## config.mk

```make
export PLATFORM = sky130hd
export DESIGN_NAME = mc_ctrl
export DESIGN_NICKNAME = d
export VERILOG_FILES = /design/src/rtl/mc_pkg.sv /design/src/rtl/mc_decode.sv /design/src/rtl/mc_ctrl.sv
export SDC_FILE = /design/constraint.sdc
export NUM_CORES = 1
export LEC_CHECK = 0
export CAP_MARGIN = 15
export CORE_UTILIZATION = 32
export DETAILED_ROUTE_END_ITERATION = 16
export PLACE_DENSITY = 0.79
export SYNTH_ARGS = -nofsm -noshare
export SYNTH_HDL_FRONTEND = slang
export SYNTH_SLANG_ARGS = --single-unit
```

## constraint.sdc

```tcl
create_clock -name clk -period 1.6 [get_ports clk]
set_input_delay 0.16 -clock clk [delete_from_list [all_inputs] [get_ports clk]]
set_output_delay 0.16 -clock clk [all_outputs]
set_load 0.02 [all_outputs]
```

## src/rtl/mc_pkg.sv

```systemverilog
// Shared definitions for the multi-cycle controller: FSM states, instruction
// fields, instruction classes and the ALU / next-PC select encodings.
package mc_pkg;

    typedef enum logic [3:0] {
        FETCH    = 4'd0,
        DECODE   = 4'd1,
        EXEC_R   = 4'd2,
        EXEC_I   = 4'd3,
        WB_ALU   = 4'd4,
        MEM_ADDR = 4'd5,
        MEM_RD   = 4'd6,
        MEM_WB   = 4'd7,
        MEM_WR   = 4'd8,
        BRANCH   = 4'd9,
        JUMP     = 4'd10
    } state_t;

    localparam logic [5:0] OP_RTYPE = 6'h00;
    localparam logic [5:0] OP_J     = 6'h02;
    localparam logic [5:0] OP_BEQ   = 6'h04;
    localparam logic [5:0] OP_ORI   = 6'h0D;
    localparam logic [5:0] OP_LW    = 6'h23;
    localparam logic [5:0] OP_SW    = 6'h2B;

    localparam logic [5:0] FN_ADD = 6'h20;
    localparam logic [5:0] FN_SUB = 6'h22;
    localparam logic [5:0] FN_AND = 6'h24;
    localparam logic [5:0] FN_OR  = 6'h25;
    localparam logic [5:0] FN_SLT = 6'h2A;

    typedef enum logic [2:0] {
        ALU_ADD = 3'b000,
        ALU_SUB = 3'b001,
        ALU_AND = 3'b010,
        ALU_OR  = 3'b011,
        ALU_SLT = 3'b100
    } aluop_t;

    typedef enum logic [1:0] {
        NPC_PC4 = 2'b00,
        NPC_BR  = 2'b01,
        NPC_JMP = 2'b10
    } npcop_t;

    typedef enum logic [2:0] {
        RTYPE,
        ORI,
        LW,
        SW,
        BEQ,
        J,
        ILL
    } iclass_t;

endpackage

```

## src/rtl/mc_decode.sv

```systemverilog
// Combinational instruction classifier: opcode/funct to instruction class,
// plus the ALU operation an R-type instruction needs.
module mc_decode
    import mc_pkg::*;
(
    input  logic [5:0] opcode,
    input  logic [5:0] funct,
    output iclass_t    iclass,
    output aluop_t     rtype_alu
);

    always_comb begin
        iclass    = ILL;
        rtype_alu = ALU_ADD;
        case (opcode)
            OP_RTYPE: begin
                case (funct)
                    FN_ADD: begin iclass = RTYPE; rtype_alu = ALU_ADD; end
                    FN_SUB: begin iclass = RTYPE; rtype_alu = ALU_SUB; end
                    FN_AND: begin iclass = RTYPE; rtype_alu = ALU_AND; end
                    FN_OR:  begin iclass = RTYPE; rtype_alu = ALU_OR;  end
                    FN_SLT: begin iclass = RTYPE; rtype_alu = ALU_SLT; end
                    default: iclass = ILL;
                endcase
            end
            OP_ORI:  iclass = ORI;
            OP_LW:   iclass = LW;
            OP_SW:   iclass = SW;
            OP_BEQ:  iclass = BEQ;
            OP_J:    iclass = J;
            default: iclass = ILL;
        endcase
    end

endmodule

```

## src/rtl/mc_ctrl.sv

```systemverilog
// Multi-cycle controller for a small MIPS-like datapath: state register,
// sticky illegal-instruction flag and per-state control outputs.
module mc_ctrl
    import mc_pkg::*;
(
    input  logic        clk,
    input  logic        rst,
    input  logic [31:0] inst,
    input  logic        zero,
    output logic        IRWr,
    output logic        PCWr,
    output logic [1:0]  NPCOp,
    output logic        RFWr,
    output logic        DMWr,
    output logic [2:0]  ALUOp,
    output logic        ALUSrcB,
    output logic        ExtOp,
    output logic        RegDst,
    output logic        MemToReg,
    output logic        illegal,
    output logic [3:0]  state_o
);

    state_t  state;
    state_t  state_next;
    iclass_t iclass;
    aluop_t  rtype_alu;
    logic    unused_inst_bits;

    assign unused_inst_bits = ^inst[25:6];

    mc_decode u_decode (
        .opcode    (inst[31:26]),
        .funct     (inst[5:0]),
        .iclass    (iclass),
        .rtype_alu (rtype_alu)
    );

    always_ff @(posedge clk) begin
        if (rst) begin
            state   <= FETCH;
            illegal <= 1'b0;
        end else begin
            state <= state_next;
            if (state == DECODE && iclass == ILL)
                illegal <= 1'b1;
        end
    end

    always_comb begin
        state_next = FETCH;
        case (state)
            FETCH:  state_next = DECODE;
            DECODE: begin
                case (iclass)
                    RTYPE:   state_next = EXEC_R;
                    ORI:     state_next = EXEC_I;
                    LW, SW:  state_next = MEM_ADDR;
                    BEQ:     state_next = BRANCH;
                    J:       state_next = JUMP;
                    default: state_next = FETCH;
                endcase
            end
            EXEC_R, EXEC_I: state_next = WB_ALU;
            MEM_ADDR: state_next = (iclass == LW) ? MEM_RD : MEM_WR;
            MEM_RD:   state_next = MEM_WB;
            default:  state_next = FETCH;
        endcase
    end

    // Enables are gated by rst so a reset mid-instruction has no side effects
    // in the cycle it is asserted.
    always_comb begin
        IRWr     = 1'b0;
        PCWr     = 1'b0;
        NPCOp    = NPC_PC4;
        RFWr     = 1'b0;
        DMWr     = 1'b0;
        ALUOp    = ALU_ADD;
        ALUSrcB  = 1'b0;
        ExtOp    = 1'b0;
        RegDst   = 1'b0;
        MemToReg = 1'b0;
        case (state)
            FETCH: begin
                IRWr  = 1'b1;
                PCWr  = 1'b1;
                NPCOp = NPC_PC4;
            end
            EXEC_R: begin
                ALUOp   = rtype_alu;
                ALUSrcB = 1'b0;
            end
            EXEC_I: begin
                ALUOp   = ALU_OR;
                ALUSrcB = 1'b1;
                ExtOp   = 1'b0;
            end
            WB_ALU: begin
                RFWr     = 1'b1;
                MemToReg = 1'b0;
                RegDst   = (iclass == RTYPE);
            end
            MEM_ADDR: begin
                ALUOp   = ALU_ADD;
                ALUSrcB = 1'b1;
                ExtOp   = 1'b1;
            end
            MEM_WB: begin
                RFWr     = 1'b1;
                MemToReg = 1'b1;
                RegDst   = 1'b0;
            end
            MEM_WR: DMWr = 1'b1;
            BRANCH: begin
                ALUOp   = ALU_SUB;
                ALUSrcB = 1'b0;
                NPCOp   = NPC_BR;
                PCWr    = zero;
            end
            JUMP: begin
                PCWr  = 1'b1;
                NPCOp = NPC_JMP;
            end
            default: ;
        endcase
        if (rst) begin
            IRWr = 1'b0;
            PCWr = 1'b0;
            RFWr = 1'b0;
            DMWr = 1'b0;
        end
    end

    assign state_o = state;

endmodule

```

==> results.txt, run 1 <==
The delay of the slowest cell on the worst path came out at 0.43 ns. The worst-case vdd ir drop came out at 0.391 mV. The slowest stage of the critical path belongs to the cell or4_4. The number of H-tree levels came out at 1.

The worst-case clock buffer depth came out at 2. The number of setup violations in the final report came out at 4. The share of total power in sequential cells came out at 25.9%.

The area share of fa/ha/maj cells after synthesis is 0%. In the post-route analysis, the smallest setup slack over all paths is -0.0870 ns. The initial antenna violation count came to 0. The startpoint type of the worst setup path is a flip-flop.

The xor and xnor fraction of the mapped netlist area is 4.03%. The first-pass GRT wire length came out at 3.88 mm. The area fraction in and, or, nand and nor cells after synthesis came out at 48.0%. The cell area after synthesis is 652 um2. The post-route minimum period came out at 1.69 ns.

Timing analysis after detailed placement gives a worst setup slack of -0.846 ns. The startpoint identified for the worst hold timing path is inst[28]. Walking the worst path, the cells encountered are nor2_4 -> buf_6 -> nand3_2 -> or4_4 -> nor2_4 -> buf_6. Together, buffers and inverters on the worst path number 2. The synthesized design devotes to its leading area cell type 15.4% of total area. The initial cell density of the core is 35.8%.

After synthesis, the share of flip-flops with an asynchronous set or reset is 0%. The die is 47.1 um wide. Summing over every cut layer, the via total after detailed routing is 1087. The slew at the pin with the worst max-slew slack came out at 0.297 ns. From synthesis to final layout, the design area changed by 108%. The combinational cell fraction of total power is 46.2%. The checks that failed: negative setup slack.

The endpoint required time on the critical path is 1.44 ns. The part of the cycle the worst path needs is 105%. Clock-pin slew was measured on the worst setup and hold paths at 0.04 ns. Entering global routing, the biggest net connects 13 pins. By area the synthesized netlist is led by dfxtp_1 15%, nor2_1 8.1%, and3_1 4.8%. The largest fanout of any net on the critical path came out at 2. The post-synthesis mux area share is 2.30%. The most used flip-flop cell after synthesis is dfxtp_1. The normalized max-slew margin came out at 80.0%. Timing would allow up to 0.593 GHz. The sequential element share of the synthesized area is 15.4%. The via count of the first global-routing pass came to 932. Setup repair after global routing could not meet its margin everywhere. The cell sitting at the root of the clock tree is a clkbuf_4. The fraction of power spent switching nets is 34.1%. The total number of nets in the final design is 201. The clock latency reported for the late side of the worst-skew pair came out at 0.24 ns. The floorplan die area came out at 2220 um2. The number of max-slew violations in the final report is 0. The count of yosys warnings during synthesis came out at 0. The number of buffers added by the clock tree synthesis step came out at 3.

The placement row count came out at 15. Clock tree synthesis found a total of 5 sinks. In the global route stage, overall resource usage came out at 24.5%. TritonCTS built the clock tree.

The power density relative to cell area is 388 nW/um2. The post-synthesis cell count came out at 95. Port buffering added 32 buffers.

The switching power of the nets is 179 uW. The number of synthesized flops with an enable pin is 0. After detailed routing, the number of remaining DRC violations is 0. After detailed routing, the total wire length is 3.11 mm.

The number of synthesized register bits is 5. In this run the remaining antenna-violating nets after routing total 0. The cell family with the largest share of critical-path delay is simple AND/OR/NAND/NOR gates. dfxtp_1 takes more of the synthesized area than any other cell. The run finished, with violations left. For this run, the share of the core covered by cells in the final layout is 74.4%.

The final hold violation count came out at 0. Once detailed placement completed, the half-perimeter wirelength came to 1.85 mm. The worst register-to-register path begins at state_o[1]$_SDFF_PP0_. The vertical die dimension came out at 47.1 um. The total area inside the core boundary comes to 1820 um2.

In the final routed layout, each cell accounts on average for 16.4 um. Before antenna repair, the detailed router went through 4 iterations. In this run the worst setup path begins at state_o[3]$_SDFF_PP0_. STA classifies the critical path endpoint as an output port.

The DRC marker count from the first detailed-route iteration is 30. The worst hold path belongs to the class in -> reg. 0 antenna diodes ended up in the layout. The synthesized net count is 130.

The fraction of the mapped netlist area in compound gates came out at 25.9%. Clock skew on the completed layout was measured at 0.00591 ns. The count of boundary I/O pins is 53.

After detailed routing, the number of vias per cell comes to 5.72. The total of fill cells in the finished design is 131. The critical path is of the reg -> out type. The critical path data arrival time is 1.53 ns.

The mean instance size in the synthesized netlist is 6.86 um2. The internal portion of the total power is 346 uW. In the final layout, the share of cells above drive strength 1 is 50.9%.

The netlist uses 36 different library cells. By area, the combinational part of the netlist is dominated by simple AND/OR/NAND/NOR gates. The static leakage is 0.000638 uW. The number of max-cap violations came out at 0. The portion of total power attributed to the clock network is 28.0%. The remaining global-route overflow came out at 0. Routability-driven placement finished with a final weighted congestion of 0.844.
[power by group through the flow]
| stage | sequential [uW] | combinational [uW] | clock, uW |
|---|---|---|---|
| global placement | 136 | 212 | 0 |
| floorplan | 145 | 83.1 | 0 |
| finish | 136 | 242 | 147 |
| CTS | 135 | 213 | 154 |
| global route | 136 | 257 | 161 |
| detailed placement | 136 | 218 | 0 |
[what timing repair did]
action,in CTS,in global routing
pin swaps,13,13
buffers inserted,3,6
setup endpoints to repair,18,16
hold buffers,0,0
gates cloned,0,1
resized for setup,72,35
[logic make-up after synthesis]
family | Yosys count
AOI/OAI and AO/OA | 20
xor gates and xnor gates | 3
buffers and inverters | 7
DFF | 5
muxes | 1
and+or+nand+nor | 59
[registers in the layout (all words and copies together) (netlist names)]
register / cells
state_o: 4
illegal: 1
[cell usage after synthesis (2+ instances only)]
library cell   n
dfxtp_1        5
nand3_1        5
inv_1          2
nor2_1        14
nand4_1        3
nor3_1         6
and3_1         5
clkbuf_1       3
nand4b_1       2
a32o_1         2
nand2_1        7
a21oi_1        3
nor2b_1        3
xnor2_1        2
nor4_1         2
buf_2          2
a31oi_1        2
o21ai_0        3
and2b_1        2
nand2b_1       5
nor2_2         2
[tightest hold or removal path, stage by stage]
cell and delay, ns:
clkbuf_2 0.14, nand3_1 0.08, nand2_1 0.07, a32oi_1 0.12
nor2_1 0.08
[per-stage QoR]
stage               cells  total power [uW]  hold slack [ns]  TNS, ns  instance area (um2)
finish                190               525            0.452   -0.168                 1350
global route          190               553            0.494   -0.642                 1350
CTS                   183               502            0.518   -0.178                 1270
detailed placement    177               354            0.469    -5.07                 1230
global placement      177               349            0.462    -4.81                 1230
floorplan              95               228            0.336  -0.0117                  672
[layer usage]
metal | vias to the layer above | track usage [%] | part of all wire, %
li1 | 494 | - | -
met1 | 521 | 29.9 | 39
met2 | 60 | 41.9 | 52
met3 | 12 | 3.85 | 6.7
met4 | 0 | 11.4 | 2.1
met5 | - | 0 | 0
[layout by cell type, fill, tap and decap left out, drive strengths merged, types with 5 or more instances in the layout]
cell type and instances:
buf 49, clkdlybuf4s50 6, nand2 7, o21ai 5, nand3 5, dlygate4sd2 7
dfxtp 5, and3 5, clkbuf 9, nand2b 5, nor2 16, nor3 6
[final cells by class]
| cell class | count | area, um2 | area share (%) |
|---|---|---|---|
| Tap cell | 25 | 31.3 | 2.31 |
| Inverter | 2 | 7.51 | 0.555 |
| Sequential cell | 5 | 104 | 7.67 |
| Clock buffer | 4 | 26.3 | 1.94 |
| Multi-Input combinational cell | 83 | 616 | 45.5 |
| Timing Repair Buffer | 71 | 569 | 42.1 |
[final timing paths]
kind / end / slack, ns / cells after the start
worst min register to register: illegal$_SDFFE_PP0P_ / 0.51 / 1
worst max register to register: state_o[2]$_SDFF_PP0_ / 0.06 / 7
worst min-delay path: state_o[0]$_SDFF_PP0_ / 0.45 / 5
worst max-delay path: ALUOp[2] / -0.09 / 6
(Power assumes the default switching activity.)
==> inputs of run 2 (changes only) <==
--- a/config.mk
+++ b/config.mk
@@ -7,6 +7,7 @@
 export LEC_CHECK = 0
 export CAP_MARGIN = 15
 export CORE_UTILIZATION = 32
+export CTS_CLUSTER_DIAMETER = 80
 export DETAILED_ROUTE_END_ITERATION = 16
 export PLACE_DENSITY = 0.79
 export SYNTH_ARGS = -nofsm -noshare
==> results of run 2 <==
The final DEF is identical to that of run 1; final timing and power are the same.
==> inputs of run 3 (changes only) <==
--- a/config.mk
+++ b/config.mk
@@ -6,10 +6,10 @@
 export NUM_CORES = 1
 export LEC_CHECK = 0
 export CAP_MARGIN = 15
-export CORE_UTILIZATION = 32
+export CORE_UTILIZATION = 35
 export CTS_CLUSTER_DIAMETER = 80
 export DETAILED_ROUTE_END_ITERATION = 16
-export PLACE_DENSITY = 0.79
+export PLACE_DENSITY = 0.85
 export SYNTH_ARGS = -nofsm -noshare
 export SYNTH_HDL_FRONTEND = slang
 export SYNTH_SLANG_ARGS = --single-unit
==> constraint.sdc (replaced) <==
create_clock -name clk -period 2 [get_ports clk]
set_input_delay 0.2 -clock clk [delete_from_list [all_inputs] [get_ports clk]]
set_output_delay 0.2 -clock clk [all_outputs]
set_load 0.02 [all_outputs]
==> results.txt, run 3 (synthesis results as in run 1) <==
The via count of the first global-routing pass is 862 (was 932). The floorplan die area is 2040 um2 (was 2220 um2). The routability congestion estimate from global placement came to 0.865 (was 0.844). The register-to-register setup slack came out at 0.39 ns (was 0.06 ns).

The worst-case clock buffer depth was 2 (unchanged). Most frequent cells in the layout: 22 x buf_4, 16 x clkdlybuf4s50_1, 14 x nor2_1 (was 39 x buf_4, 10 x nor2_1, 7 x nand2_1, 7 x dlygate4sd2_1). The final instance count without filler cells came out at 172 (was 190). The critical path data arrival time is 1.73 ns (was 1.53 ns). The clock transition time at the flip-flop clock pins of the worst setup and hold paths came to 0.04 ns (about the same). Setup repair after global routing missed its margin: false (was true). Outcome: completed (was finished, violations left). The worst min-delay path class is reg -> reg (was in -> reg). The final hold violation count is 0 (unchanged). The overall via count from detail_route came out at 933 (was 1087). The overall power of the completed layout came out at 391 uW (was 525 uW). The DRC violation count after routing came out at 0 (unchanged). The via-per-instance ratio is 5.42 (was 5.72). The largest fanout of any net on the critical path came out at 11 (was 2). The count of clock tree sinks was 5 (unchanged). The highest achievable clock rate is 0.517 GHz. The count of buffers inserted at the top-level ports came out at 32 (unchanged). The number of search-and-repair iterations in the first detailed-routing pass is 4 (unchanged). The number of max-slew violations in the final report is 0 (unchanged). The area of the core is 1730 um2 (was 1820 um2). The first-pass GRT wire length is 3.64 mm (was 3.88 mm). The share of final-layout standard cells stronger than drive strength 1 is 27.2% (was 50.9%). The vertical die dimension came out at 45.2 um (was 47.1 um). The power density relative to cell area came to 325 nW/um2 (was 388 nW/um2). The cell depth of the worst min-delay path is 1 (was 5). The number of setup violations in the final report came out at 0 (was 4). The placed wire-length estimate was 1.76 mm (was 1.85 mm).

The end of the worst register-to-register path is state_o[1]$_SDFF_PP0_ (was state_o[2]$_SDFF_PP0_). The sum of routed wire length over all layers came to 2.26 mm (was 3.11 mm). The setup clock skew after layout came out at 0.00557 ns (was 0.00591 ns). The maximum number of pins on one net before global-route repair came out at 13 (unchanged). The number of flip-flops in the largest register is 4 (unchanged). The CTS tree was built (unchanged). The antenna diode instance count came out at 0 (unchanged). The remaining global-route overflow came to 0 (unchanged). The total global-route track usage is 24.5% (about the same). The kind of end point of the critical path is an output port (unchanged). The DRC marker count from the first detailed-route iteration came out at 26 (was 30).

The count of hold-fix buffers inserted at cts came to 0 (unchanged). The endpoint required time on the critical path came out at 1.80 ns (was 1.44 ns). The post-route minimum period is 1.93 ns.

The part of the cycle the worst path needs is 96.7%. The total number of nets in the final design is 183 (was 201). The source of the worst register-to-register timing path is state_o[1]$_SDFF_PP0_ (unchanged). The total negative slack is 0 ns (was -0.168 ns).

The average detailed-routed wire length per instance is 13.1 um (was 16.4 um). The count of boundary I/O pins is 53 (unchanged). The root buffer selected by CTS was clkbuf_4 (unchanged).

The width of the die was 45.2 um (was 47.1 um). The number of max-cap violations came out at 0 (unchanged). The slew at the pin with the worst max-slew slack came out at 0.381 ns (was 0.297 ns).

The total of fill cells in the finished design is 143 (was 131). The clock latency reported for the late side of the worst-skew pair was 0.25 ns (was 0.24 ns). The startpoint type of the worst setup path was a flip-flop (unchanged). The critical hold path startpoint is illegal$_SDFFE_PP0P_ (was inst[28]). The class of the most critical setup path was reg -> out (unchanged). The depth of the most critical reg-to-reg path came out at 6 (was 7). The number of H-tree levels came out at 1 (unchanged). The total placed cells including tap cells came out at 167 (was 177).

The initial cell density of the core came out at 37.8% (was 35.8%). The number of buffers added by the clock tree synthesis step came out at 3 (unchanged). The terminating pin of the worst hold path is illegal$_SDFFE_PP0P_ (was state_o[0]$_SDFF_PP0_). The remaining antenna violation count after routing is 0 (unchanged). The normalized max-slew margin came out at 74.4% (was 80.0%). The commonest non-fill, non-tap cell in the layout is buf_4 (unchanged). The initial antenna violation count came out at 0 (unchanged). The placement row count is 15 (unchanged).

The worst-case vdd ir drop is 0.312 mV (was 0.391 mV). The static leakage was 0.000580 uW (was 0.000638 uW). The synthesis-to-layout area growth is 84.3% (was 108%).
run 3: changes by cell type in the layout (fill, tap and decap cells not counted), moves of 4 or more:
cell / before / now
dlygate4sd2_1: 7 / 3
nor2_1: 10 / 14
buf_2: 4 / 0
buf_4: 39 / 22
dlymetal6s2s_1: 1 / 9
buf_6: 6 / 0
clkdlybuf4s50_1: 6 / 16
run 3: where the power goes:
group / internal [uW] / total, uW / switching (uW)
Combinational: 85.5 / 164 / 78.8
Clock: 75.5 / 118 / 42.9
Sequential: 105 / 108 / 2.69
run 3: metal layers:
metal	GRT usage [%]	up-vias	wire length, um
met5	0	-	0
met4	10.9	0	40
met3	4.00	4	111
li1	-	457	-
met1	28.6	442	985
met2	43.5	30	1120
run 3: repair_timing:
item                                    in CTS  in global routing
pin swaps                                    0                  6
setup buffers                                0                  1
gates resized for setup                     17                 16
endpoints found under the setup margin       7                  6
run 3: how the worst max path moves through the flow:
stage | start | to | slack, ns | cells after the start
floorplan | state_o[3]$_SDFF_PP0_ | DMWr | 0.27 | 3
global placement | inst[1] | RegDst | -0.52 | 7
detailed placement | inst[1] | RegDst | -0.53 | 7
CTS | inst[2] | RegDst | -0.009 | 7
global route | state_o[3]$_SDFF_PP0_ | MemToReg | 0.002 | 4
finish | state_o[3]$_SDFF_PP0_ | MemToReg | 0.07 | 4
run 3: metrics by stage:
step	hold WS (ns)	utilization, %	worst slack [ns]	cell area, um2
floorplan	0.376	-	0.272	652
global placement	0.457	65.6	-0.520	1130
detailed placement	0.466	65.6	-0.529	1130
CTS	0.476	67.5	-0.00917	1160
global route	0.485	69.6	0.00233	1200
finish	0.474	69.6	0.0660	1200
run 3: layout make-up:
| cell class | instances | area [um2] | area share (%) |
|---|---|---|---|
| clock buffer | 4 | 26.3 | 2.19 |
| inverter | 2 | 7.51 | 0.625 |
| multi-input combinational | 83 | 551 | 45.8 |
| sequential | 5 | 100 | 8.33 |
| tap | 25 | 31.3 | 2.60 |
| timing repair buffer | 53 | 485 | 40.4 |
run 3: critical path, cell delays in order (launching register included):
cell and delay [ns]:
dfxtp_1 0.31, buf_4 0.17, nor2b_2 0.21, and3_1 0.19, clkdlybuf4s50_1 0.60
